## src/rtl/up_control_unit.sv

```systemverilog
// Control unit for a small 4-bit accumulator microprocessor.
// Fetches one- or two-byte instructions from ROM, sequences the datapath
// strobes during EXEC, keeps the ALU flags and resolves conditional jumps.
//
//   state   | meaning
//   --------+------------------------------------------------------------
//   FETCH   | latch opcode/operand from program_byte, advance PC
//   FETCH2  | latch second byte as low RAM/jump address, advance PC
//   EXEC    | drive datapath strobes, update flags, take jumps
module up_control_unit (
  input  logic        clock,
  input  logic        reset,
  input  logic [7:0]  program_byte,
  input  logic        alu_c,
  input  logic        alu_z,
  output logic [11:0] PC,
  output logic        phase,
  output logic [3:0]  instr,
  output logic [3:0]  oprnd,
  output logic [11:0] address_RAM,
  output logic        c_flag,
  output logic        z_flag,
  output logic [2:0]  alu_sel,
  output logic        acc_we,
  output logic        ram_we,
  output logic        ram_oe,
  output logic        oprnd_oe,
  output logic        in_oe,
  output logic        out_we
);

  localparam logic [3:0] OP_JC    = 4'h0;
  localparam logic [3:0] OP_JNC   = 4'h1;
  localparam logic [3:0] OP_CMPI  = 4'h2;
  localparam logic [3:0] OP_CMPM  = 4'h3;
  localparam logic [3:0] OP_LIT   = 4'h4;
  localparam logic [3:0] OP_IN    = 4'h5;
  localparam logic [3:0] OP_LD    = 4'h6;
  localparam logic [3:0] OP_ST    = 4'h7;
  localparam logic [3:0] OP_JZ    = 4'h8;
  localparam logic [3:0] OP_JNZ   = 4'h9;
  localparam logic [3:0] OP_NANDI = 4'hA;
  localparam logic [3:0] OP_NANDM = 4'hB;
  localparam logic [3:0] OP_JMP   = 4'hC;
  localparam logic [3:0] OP_OUT   = 4'hD;
  localparam logic [3:0] OP_ADDI  = 4'hE;
  localparam logic [3:0] OP_ADDM  = 4'hF;

  localparam logic [2:0] SEL_PASS = 3'b000;
  localparam logic [2:0] SEL_CMP  = 3'b001;
  localparam logic [2:0] SEL_LDB  = 3'b010;
  localparam logic [2:0] SEL_ADD  = 3'b011;
  localparam logic [2:0] SEL_NAND = 3'b100;

  typedef enum logic [1:0] {
    ST_FETCH  = 2'b00,
    ST_FETCH2 = 2'b01,
    ST_EXEC   = 2'b10
  } state_t;

  state_t      state_q, state_d;
  logic [11:0] pc_q, pc_d;
  logic [3:0]  instr_q, instr_d;
  logic [3:0]  oprnd_q, oprnd_d;
  logic [7:0]  low_q, low_d;
  logic        c_q, c_d;
  logic        z_q, z_d;

  // Instructions carrying a low-address byte after the opcode byte.
  function automatic logic is_two_byte(input logic [3:0] op);
    case (op)
      OP_JC, OP_JNC, OP_CMPM, OP_LD, OP_ST,
      OP_JZ, OP_JNZ, OP_NANDM, OP_JMP, OP_ADDM: is_two_byte = 1'b1;
      default:                                  is_two_byte = 1'b0;
    endcase
  endfunction

  // Compare, NAND and ADD variants are the only ALU results that set flags.
  function automatic logic updates_flags(input logic [3:0] op);
    case (op)
      OP_CMPI, OP_CMPM, OP_NANDI, OP_NANDM, OP_ADDI, OP_ADDM: updates_flags = 1'b1;
      default:                                               updates_flags = 1'b0;
    endcase
  endfunction

  // Jump decision uses registered flags only, never this cycle's ALU result.
  function automatic logic jump_taken(input logic [3:0] op, input logic c, input logic z);
    case (op)
      OP_JC:   jump_taken = c;
      OP_JNC:  jump_taken = ~c;
      OP_JZ:   jump_taken = z;
      OP_JNZ:  jump_taken = ~z;
      OP_JMP:  jump_taken = 1'b1;
      default: jump_taken = 1'b0;
    endcase
  endfunction

  // State and datapath registers; reset acts immediately.
  always_ff @(posedge clock or negedge reset) begin
    if (!reset) begin
      state_q <= ST_FETCH;
      pc_q    <= 12'h000;
      instr_q <= 4'h0;
      oprnd_q <= 4'h0;
      low_q   <= 8'h00;
      c_q     <= 1'b0;
      z_q     <= 1'b0;
    end else begin
      state_q <= state_d;
      pc_q    <= pc_d;
      instr_q <= instr_d;
      oprnd_q <= oprnd_d;
      low_q   <= low_d;
      c_q     <= c_d;
      z_q     <= z_d;
    end
  end

  // Next-state sequencing through the fetch/execute cycle.
  always_comb begin
    state_d = state_q;
    case (state_q)
      ST_FETCH:  state_d = is_two_byte(program_byte[7:4]) ? ST_FETCH2 : ST_EXEC;
      ST_FETCH2: state_d = ST_EXEC;
      ST_EXEC:   state_d = ST_FETCH;
      default:   state_d = ST_FETCH;
    endcase
  end

  // Next values for PC, instruction latches, low address byte and flags.
  always_comb begin
    pc_d    = pc_q;
    instr_d = instr_q;
    oprnd_d = oprnd_q;
    low_d   = low_q;
    c_d     = c_q;
    z_d     = z_q;
    case (state_q)
      ST_FETCH: begin
        instr_d = program_byte[7:4];
        oprnd_d = program_byte[3:0];
        pc_d    = pc_q + 12'd1;
      end
      ST_FETCH2: begin
        low_d = program_byte;
        pc_d  = pc_q + 12'd1;
      end
      ST_EXEC: begin
        if (jump_taken(instr_q, c_q, z_q)) begin
          pc_d = {oprnd_q, low_q};
        end
        if (updates_flags(instr_q)) begin
          c_d = alu_c;
          z_d = alu_z;
        end
      end
      default: begin
        pc_d = pc_q;
      end
    endcase
  end

  // Datapath strobes: decoded from state and opcode, idle outside EXEC.
  always_comb begin
    alu_sel  = SEL_PASS;
    acc_we   = 1'b0;
    ram_we   = 1'b0;
    ram_oe   = 1'b0;
    oprnd_oe = 1'b0;
    in_oe    = 1'b0;
    out_we   = 1'b0;
    if (state_q == ST_EXEC) begin
      case (instr_q)
        OP_CMPI: begin
          oprnd_oe = 1'b1;
          alu_sel  = SEL_CMP;
        end
        OP_CMPM: begin
          ram_oe  = 1'b1;
          alu_sel = SEL_CMP;
        end
        OP_LIT: begin
          oprnd_oe = 1'b1;
          alu_sel  = SEL_LDB;
          acc_we   = 1'b1;
        end
        OP_IN: begin
          in_oe   = 1'b1;
          alu_sel = SEL_LDB;
          acc_we  = 1'b1;
        end
        OP_LD: begin
          ram_oe  = 1'b1;
          alu_sel = SEL_LDB;
          acc_we  = 1'b1;
        end
        OP_ST: begin
          ram_we = 1'b1;
        end
        OP_NANDI: begin
          oprnd_oe = 1'b1;
          alu_sel  = SEL_NAND;
          acc_we   = 1'b1;
        end
        OP_NANDM: begin
          ram_oe  = 1'b1;
          alu_sel = SEL_NAND;
          acc_we  = 1'b1;
        end
        OP_OUT: begin
          out_we = 1'b1;
        end
        OP_ADDI: begin
          oprnd_oe = 1'b1;
          alu_sel  = SEL_ADD;
          acc_we   = 1'b1;
        end
        OP_ADDM: begin
          ram_oe  = 1'b1;
          alu_sel = SEL_ADD;
          acc_we  = 1'b1;
        end
        default: begin
          alu_sel = SEL_PASS;
        end
      endcase
    end
  end

  assign PC          = pc_q;
  assign phase       = (state_q == ST_EXEC);
  assign instr       = instr_q;
  assign oprnd       = oprnd_q;
  assign address_RAM = {oprnd_q, low_q};
  assign c_flag      = c_q;
  assign z_flag      = z_q;

endmodule

```

## config.mk

```make
export PLATFORM = sky130hd
export DESIGN_NAME = up_control_unit
export DESIGN_NICKNAME = d
export VERILOG_FILES = /design/src/rtl/up_control_unit.sv
export SDC_FILE = /design/constraint.sdc
export NUM_CORES = 1
export LEC_CHECK = 0
export CORE_MARGIN = 2
export CORE_UTILIZATION = 37
export CTS_CLUSTER_SIZE = 16
export DETAILED_ROUTE_END_ITERATION = 10
export MAX_ROUTING_LAYER = met4
export PLACE_DENSITY = 0.73
export SLEW_MARGIN = 40
export SYNTH_ARGS = -nofsm -noshare
export SYNTH_HDL_FRONTEND = slang
export SYNTH_SLANG_ARGS = --single-unit
```

## constraint.sdc

```tcl
create_clock -name clock -period 1.9 [get_ports clock]
set_input_delay 0.475 -clock clock [delete_from_list [all_inputs] [get_ports clock]]
set_output_delay 0.475 -clock clock [all_outputs]
set_load 0.01 [all_outputs]
```

==> impl_metrics.toml <==
[run_status]
outcome = "finished, final reports clean"

[cts]
clockBufferDepth = 2
numCtsBuffers = 5
clk_latency_ps = 280
cts_hold_buf = 0
cts_tree = "done"
cts.htree.levels = 2
path_clk_slew_ps = 70
root_buffer = "clkbuf_8"
clock_sinks = 32

[die]
row_count = 25
pin_count = 56
start_util_pct = 38.0
dieHeight_um = 73.4
die_w_um = 73.4
core_um2 = 4690
dieArea_um2 = 5390

[pwr]
powerDensity_nw_per_um2 = 1970
p_leak_uw = 0.00119
vdd_ir_drop_max_uv = 1210

[timing]
holdWs_ps = 542
hold_viol = 0
post-route-period-util_pct = 99.3
fin_crit_ps = 1890
layout_setup_ws_ps = 12.8
drv_slew = 0
report.final.setup_viol = 0
fmax_mhz = 530
worst_slew_pin_slew_ps = 418
grt_setup_unrepaired = "true"
skew_ps = 3.25
maxSlewHeadroom_pct = 72.2

[synth]
synth_nets = 183
yosys_warnings = 0
ys_types = 43
syn_inst = 169
ys_seq_area_share_pct = 44.9
synth-edff-count = 0
avgSynthCellArea_um2 = 10.6
ys.flop_type = "dfrtp_1"
syn-cell-area_um2 = 1780
ys_seq_elements = 32
async_reset_ff_share_pct = 100

[drt]
avgViaCountPerCell = 5.31
drc_errors = 0
wl_per_cell_um = 15.6
antenna_left = 0
drtIter0Drc = 113
routed_wl_um = 4690
via_count = 1597
first_pass_iters = 4

[global_routing]
grt_start_max_net_pins = 33
grt_overflow = 0
antenna_found_initial = 0
gr-usage-all-layers_pct = 18.2
grt_pass1_vias = 1502
grt_pass1_wl_um = 7200

[placed_design]
io_buffers = 55
place_ws_ps = -191
place.gp.congestion = 0.877
hpwl_um = 3170

[worst_hold_path]
hp-class = "flip-flop to flip-flop"

[final_layout]
area_growth_pct = 51.2
diodes = 0
drive_gt1_share_pct = 32.8
final_cell_mix = "clkdlybuf4s50_1 (45), dfrtp_1 (29), buf_4 (19), mux2_2 (17), nor2_1 (16)"
final_common_cell = "clkdlybuf4s50_1"
final_nets = 260

[worst_setup_path]
arrival_ps = 1410
critPathCaptureType = "output pin"
path_max_fanout = 5
crit_type = "flip-flop to output pin"
crit_required_ps = 1420
cp-start-kind = "flip-flop"

[run]
drv_cap = 0
[metrics by stage]
step                      cell area (um2)  TNS (ps)  power [uW]  utilization (%)  instances
after floorplan                      1780         0        2980                -        169
after global placement               2480      -842        4270             52.9        285
after detailed placement             2480     -1050        4320             52.9        285
after CTS                            2580         0        5000             55.0        294
after global routing                 2700     -96.6        5630             57.5        301
final                                2700         0        5310             57.5        301
[area by class of cell]
cell class              count  area [um2]
inverters                   5        21.3
flip-flops and latches     32         805
clock inverters             2        35.0
repair buffers             80         747
well taps                  54        67.6
fillers                   391        1990
multi-input cells         122         950
clock buffers               6        72.6
[logic make-up after synthesis]
kind of cell | share of synthesized area, %
muxes | 15.8
DFF | 44.9
and+or+nand+nor | 18.4
adders and majority gates | 1.40
buffers and inverters | 4.56
xor gates and xnor gates | 3.93
AOI/OAI and AO/OA | 11.1
[power breakdown]
part           switching, uW  internal (uW)
clock network            257            389
registers                416           1030
logic                   1390           1830
[state kept, by name (all words and copies together) (netlist names)]
name,count
PC,12
low_q,8
instr,4
oprnd,4
state_q,2
c_flag,1
z_flag,1
[worst max-delay path, cell delays in order, from the launching register on]
cell	delay [ps]
dfrtp_2	440
and2b_4	300
xnor2_1	150
nor2_1	90
buf_2	140
[per-layer routing]
layer	global-route usage, %	part of all wire (%)
met1	23.9	44
met2	27.3	49
met3	4.12	4.6
met4	7.07	2.3
met5	-	0
[path summary, 6_finish.rpt]
check	from	endpoint	slack [ps]	cells after the start
max	instr[3]	ram_oe	10	4
min	low_q[5]	low_q[5]	540	1
max reg2reg	instr[3]	PC[11]	20	8
min reg2reg	low_q[5]	low_q[5]	540	1
max in group asynchronous	reset	instr[0]	990	2
min in group asynchronous	reset	c_flag	590	2
[synthesized netlist by cell type, types with 4 or more instances]
cell / count / area, um2
inv_1: 4 / 15.0
nand2_1: 8 / 30.0
a21oi_1: 8 / 40.0
nor3_1: 13 / 65.1
buf_4: 4 / 30.0
xnor2_1: 5 / 43.8
dfrtp_1: 32 / 801
nand3_1: 7 / 35.0
nor2_1: 18 / 67.6
mux2_2: 17 / 191
mux2i_1: 9 / 90.1
[what timing repair did]
item	CTS	global route
pin swaps	5	3
endpoints found under the setup margin	12	16
cloned	0	2
resized for setup	42	18
setup buffers	1	5
(Power assumes the default switching activity.)
==> variant 1, RTL diff (same flow settings) <==
Make the reset (`reset`) synchronous in one clocked block.
--- a/src/rtl/up_control_unit.sv
+++ b/src/rtl/up_control_unit.sv
@@ -97,5 +97,5 @@
 
   // State and datapath registers; reset acts immediately.
-  always_ff @(posedge clock or negedge reset) begin
+  always_ff @(posedge clock) begin
     if (!reset) begin
       state_q <= ST_FETCH;
Check against the original RTL: differs if reset is asserted again (counterexample within 4 cycles, from zero or initial values and one cycle with reset low); with reset held inactive, the same outputs for 10 cycles.
==> variant 1 against the unedited design <==
- design area shrank 1.1%
- hold slack lost 0.028 ns
- non-clock buffer count grew 5
- area after synthesis up 1.5%
- sequential cell count stayed put
- maximum frequency is 3.1% higher
- cell count up 20%
- setup slack improved by 0.057 ns
- register-to-register slack better by 0.11 ns
- wire length grew 6.2%
- die area up 1.5%
- critical endpoint is now alu_sel[1]
Power is not compared: it rests on default switching activity, and its combinational part moved more than twofold at a synthesized area within 25%.
==> variant 1: results (changes against the unedited design) <==
- Top post-synthesis cells by area: dfxtp_1, a21oi_1, mux2i_1
- First-pass GRT wire length: 7760 µm (+7.8%)
- Placed cells: 355 (+25%)
- Met3 usage: 0.0434 (+0.00221)
- Commonest cells in the synthesized netlist: dfxtp_1, a21oi_1, nor2_1
- Mapped Nets: 239 (+31%)
- Grt met1 use: 0.261 (+0.0215)
- Status: finished, final reports clean
- GR Util All Layers: 0.189 (+0.00700)
- Ys async rst share: 0 (-1.00)
- Met2 wire len: 2370 µm (+2.6%)
- Reg-to-Reg Start: instr[0]
- Clk tree area frac: 0.0305 (-0.00940)
- Worst R2R Path Depth: 7 (-1)
- Slowest CP cell: dfxtp_2
- Via density: 5.19 (-2.1%)
- Multi-input gate area: 1060 µm² (+11%)
- DP HPWL: 3650 µm (+15%)
- Reg area: 646 µm² (-20%)
- Worst R2R End: PC[11]
- GPL Wtd Cong: 0.845 (-3.6%)
- Logic inverters: 8 (+3)
- Seq Cell Count: 32 (unchanged)
- Critical Path Sink: alu_sel[1]
- Worst clock skew: 0.00634 ns (+0.00309 ns)
- Placed cell areas: 2570 µm² (+3.5%)
- NumNets Final: 309 (+19%)
- Wl on met1: 2360 µm (+15%)
- Clkbuf count: 5 (-1)
- FF-to-FF setup slack: 0.13 ns (+0.11 ns)
- Final worst setup slack: 0.0701 ns (+0.0572 ns)
- #MultiIn Comb: 163 (+34%)
- Layout cells sized above 1: 0.231 (-0.0974)
- Largest net degree at the start of global routing: 36 (+9.1%)
- Fin util: 0.565 (-0.0102)
- Bufs w/o clock: 85 (+6.3%)
- CP arrival: 1.35 ns (-0.06 ns)
- Non-clk buf share: 0.288 (+0.0116)
- Commonest register cell after synthesis: dfxtp_1
- Crit path largest cell delay: 0.36 ns (-0.08 ns)
- Met3 WL: 233 µm (+6.9%)
- Initial detailed-routing violation count: 211 (+87%)
- Vias: 1880 (+18%)
- Filler cell count: 428 (+9.5%)
- Sequential fraction of the synthesis area: 0.354 (-0.0952)
- DIE AREA: 5470 µm² (+1.5%)
-- variant 1: worst min path at each step --
stage / start / endpoint / slack [ns] / cells after the start
detailed placement: c_flag / c_flag / 0.50 / 2
global route: PC[9] / PC[9] / 0.54 / 2
floorplan: c_flag / c_flag / 0.52 / 2
CTS: c_flag / c_flag / 0.51 / 2
global placement: c_flag / c_flag / 0.50 / 2
finish: c_flag / c_flag / 0.51 / 2
-- variant 1: cell families after synthesis --
logic type / synth area share
AND/OR/NAND/NOR: 0.230
AO/OA/AOI/OAI: 0.214
flip-flops: 0.354
buffers and inverters: 0.0863
multiplexers: 0.0732
XOR/XNOR: 0.0290
adder cells (fa/ha/maj): 0.0138
-- variant 1: timing repair --
item,4_1_cts,5_1_grt
resized for setup,27,9
gates cloned,0,0
endpoints found under the setup margin,10,11
-- variant 1: worst max-delay path: cells and delay by family (launching register included) --
family,cells,cell delay (ns)
flops,1,0.36
buf+inv,2,0.34
simple gates,2,0.23
compound gates,1,0.15
==> variant 2, RTL diff (same settings) <==
Without the edit above. `pc_q` and `instr_q` no longer have a reset.
--- a/src/rtl/up_control_unit.sv
+++ b/src/rtl/up_control_unit.sv
@@ -100,6 +100,4 @@
     if (!reset) begin
       state_q <= ST_FETCH;
-      pc_q    <= 12'h000;
-      instr_q <= 4'h0;
       oprnd_q <= 4'h0;
       low_q   <= 8'h00;
@@ -108,6 +106,4 @@
     end else begin
       state_q <= state_d;
-      pc_q    <= pc_d;
-      instr_q <= instr_d;
       oprnd_q <= oprnd_d;
       low_q   <= low_d;
@@ -115,4 +111,9 @@
       z_q     <= z_d;
     end
+  end
+
+  always_ff @(posedge clock) begin
+    pc_q    <= pc_d;
+    instr_q <= instr_d;
   end
 
Behaviour: not the same (a bounded check fails within 4 cycles, from zero or initial values and one cycle with reset low).
==> variant 2 against the unedited design <==
- critical path depth unchanged
- sequential power grew 10%
- clock skew up 0.0019 ns
- sequential cell count did not move
- design area shrank 7.6%
- wire length shrank 12%
- power shrank 13%
- setup slack better by 0.013 ns
- area after synthesis down 7.6%
- non-clock buffer count shrank 3
- first-iteration DRC count decreased by 12%
- largest power group unchanged
==> variant 2: results (changes against the unedited design) <==
- Largest net degree at the start of global routing: 18 (-45%)
- Hold slack: 0.510 ns (-0.0316 ns)
- Commonest cells in the synthesized netlist: dfrtp_1, edfxtp_1, nor2_1
- Layout cells sized above 1: 0.279 (-0.0487)
- Fraction of synthesized area in multiplexers: 0.114 (-0.0439)
- GPL Wtd Cong: 0.836 (-4.7%)
- Reg-to-Reg Start: instr[0]
- Via density: 5.07 (-4.4%)
- Filler cell count: 376 (-3.8%)
- Maximum VDD drop: 0.703 mV (-42%)
- Seq. pwr: 1600 µW (+10%)
- Post-synth EDFFs: 16 (+16)
- Synth Area in Adders: 0.0152 (+0.00116)
- Met3 usage: 0.0356 (-0.00554)
- Crit-path max FO: 8 (+3)
- Status: finished, final reports clean
- Worst R2R Path Depth: 5 (-3)
- Placed cells: 255 (-11%)
- Post-synthesis compound-gate area fraction: 0.0942 (-0.0166)
- Static leakage: 0.00101 µW (-15%)
- M2 GR Usage: 0.270 (-0.00283)
- Power, Total: 4600 µW (-13%)
- Slew HR: 0.715 (-0.00679)
- Worst clock skew: 0.00511 ns (+0.00186 ns)
- NumNets Final: 235 (-9.6%)
- Mapped Nets: 161 (-12%)
- DP HPWL: 2810 µm (-12%)
- Post-Synth XOR/XNOR Area: 0.0266 (-0.0127)
- Placed cell areas: 2310 µm² (-6.9%)
- Syn avg cell area: 11.2 µm² (+6.2%)
- P_int: 2860 µW (-12%)
- First-pass GRT wire length: 6980 µm (-3.0%)
- Vias: 1390 (-13%)
- Grt met1 use: 0.260 (+0.0205)
- GR Util All Layers: 0.184 (+0.00225)
- Place WS: -0.198 ns (-0.00640 ns)
- Top post-synthesis cells by area: edfxtp_1, dfrtp_1, mux2_2
- Sequential fraction of the synthesis area: 0.535 (+0.0857)
- Ys async rst share: 0.500 (-0.500)
- Synth cell types: 37 (-14%)
- Worst hold path type: input port to asynchronous set/reset pin
- Total clock network power: 498 µW (-23%)
- Worst R2R End: PC[2]
- Final worst setup slack: 0.0257 ns (+0.0128 ns)
- Initial detailed-routing violation count: 99 (-12%)
- FF-to-FF setup slack: 0.15 ns (+0.13 ns)
- Total wire length: 4120 µm (-12%)
- Clock Latency Late Sink: 0.28 ns (about the same)
==> variant 2: cell types whose count changed in the layout (fill, tap and decap cells not counted), sizes merged, moves of 6 or more <==
cell,delta
edfxtp,+16
dfrtp,-16
nor3,-10
buf,-6
a31oi,+6
mux2i,-6
==> variant 2: timing repair <==
action                     in CTS  in global routing
buffers inserted                9                  2
resized for setup              27                 17
setup endpoints to repair      24                  9
hold endpoints to repair        0                  0
pin swaps                       1                  3
==> variant 2: final cells by class <==
cell class | count | area [µm²] | share of cell area
multi-input combinational | 99 | 741 | 0.297
inverter | 6 | 22.5 | 0.00904
clock buffer | 7 | 76.3 | 0.0306
timing repair buffer | 77 | 701 | 0.281
tap | 52 | 65.1 | 0.0261
sequential | 32 | 882 | 0.354
clock inverter | 1 | 5.00 | 0.00201
==> variant 2: worst max-delay path, cell delays in order (launching register included) <==
cell and delay [ns]:
edfxtp_1 0.43, buf_6 0.17, nand2b_4 0.06, o2111a_1 0.19, clkdlybuf4s15_1 0.26
==> variant 2: worst max path at each step <==
stage	cells past startpoint	endpoint	from
floorplan	4	PC[0]	instr[3]
finish	4	alu_sel[1]	instr[3]
CTS	5	oprnd_oe	instr[2]
global placement	4	oprnd_oe	instr[3]
global route	5	oprnd_oe	instr[2]
detailed placement	4	oprnd_oe	instr[3]
==> variant 2: kinds of logic (layout without fill, tap and decap cells) <==
family                     after synthesis  after routing
buffers and inverters                   16             91
adders and majority gates                2              2
and+or+nand+nor                         51             51
muxes                                   17             17
AOI/OAI and AO/OA                       24             24
xor gates and xnor gates                 5              5
DFF                                     32             32
==> variant 2: routing by layer <==
metal,routed length (µm),up-vias
li1,-,686
met1,1970,669
met3,138,5
met5,0,-
met2,1950,30
met4,57,0
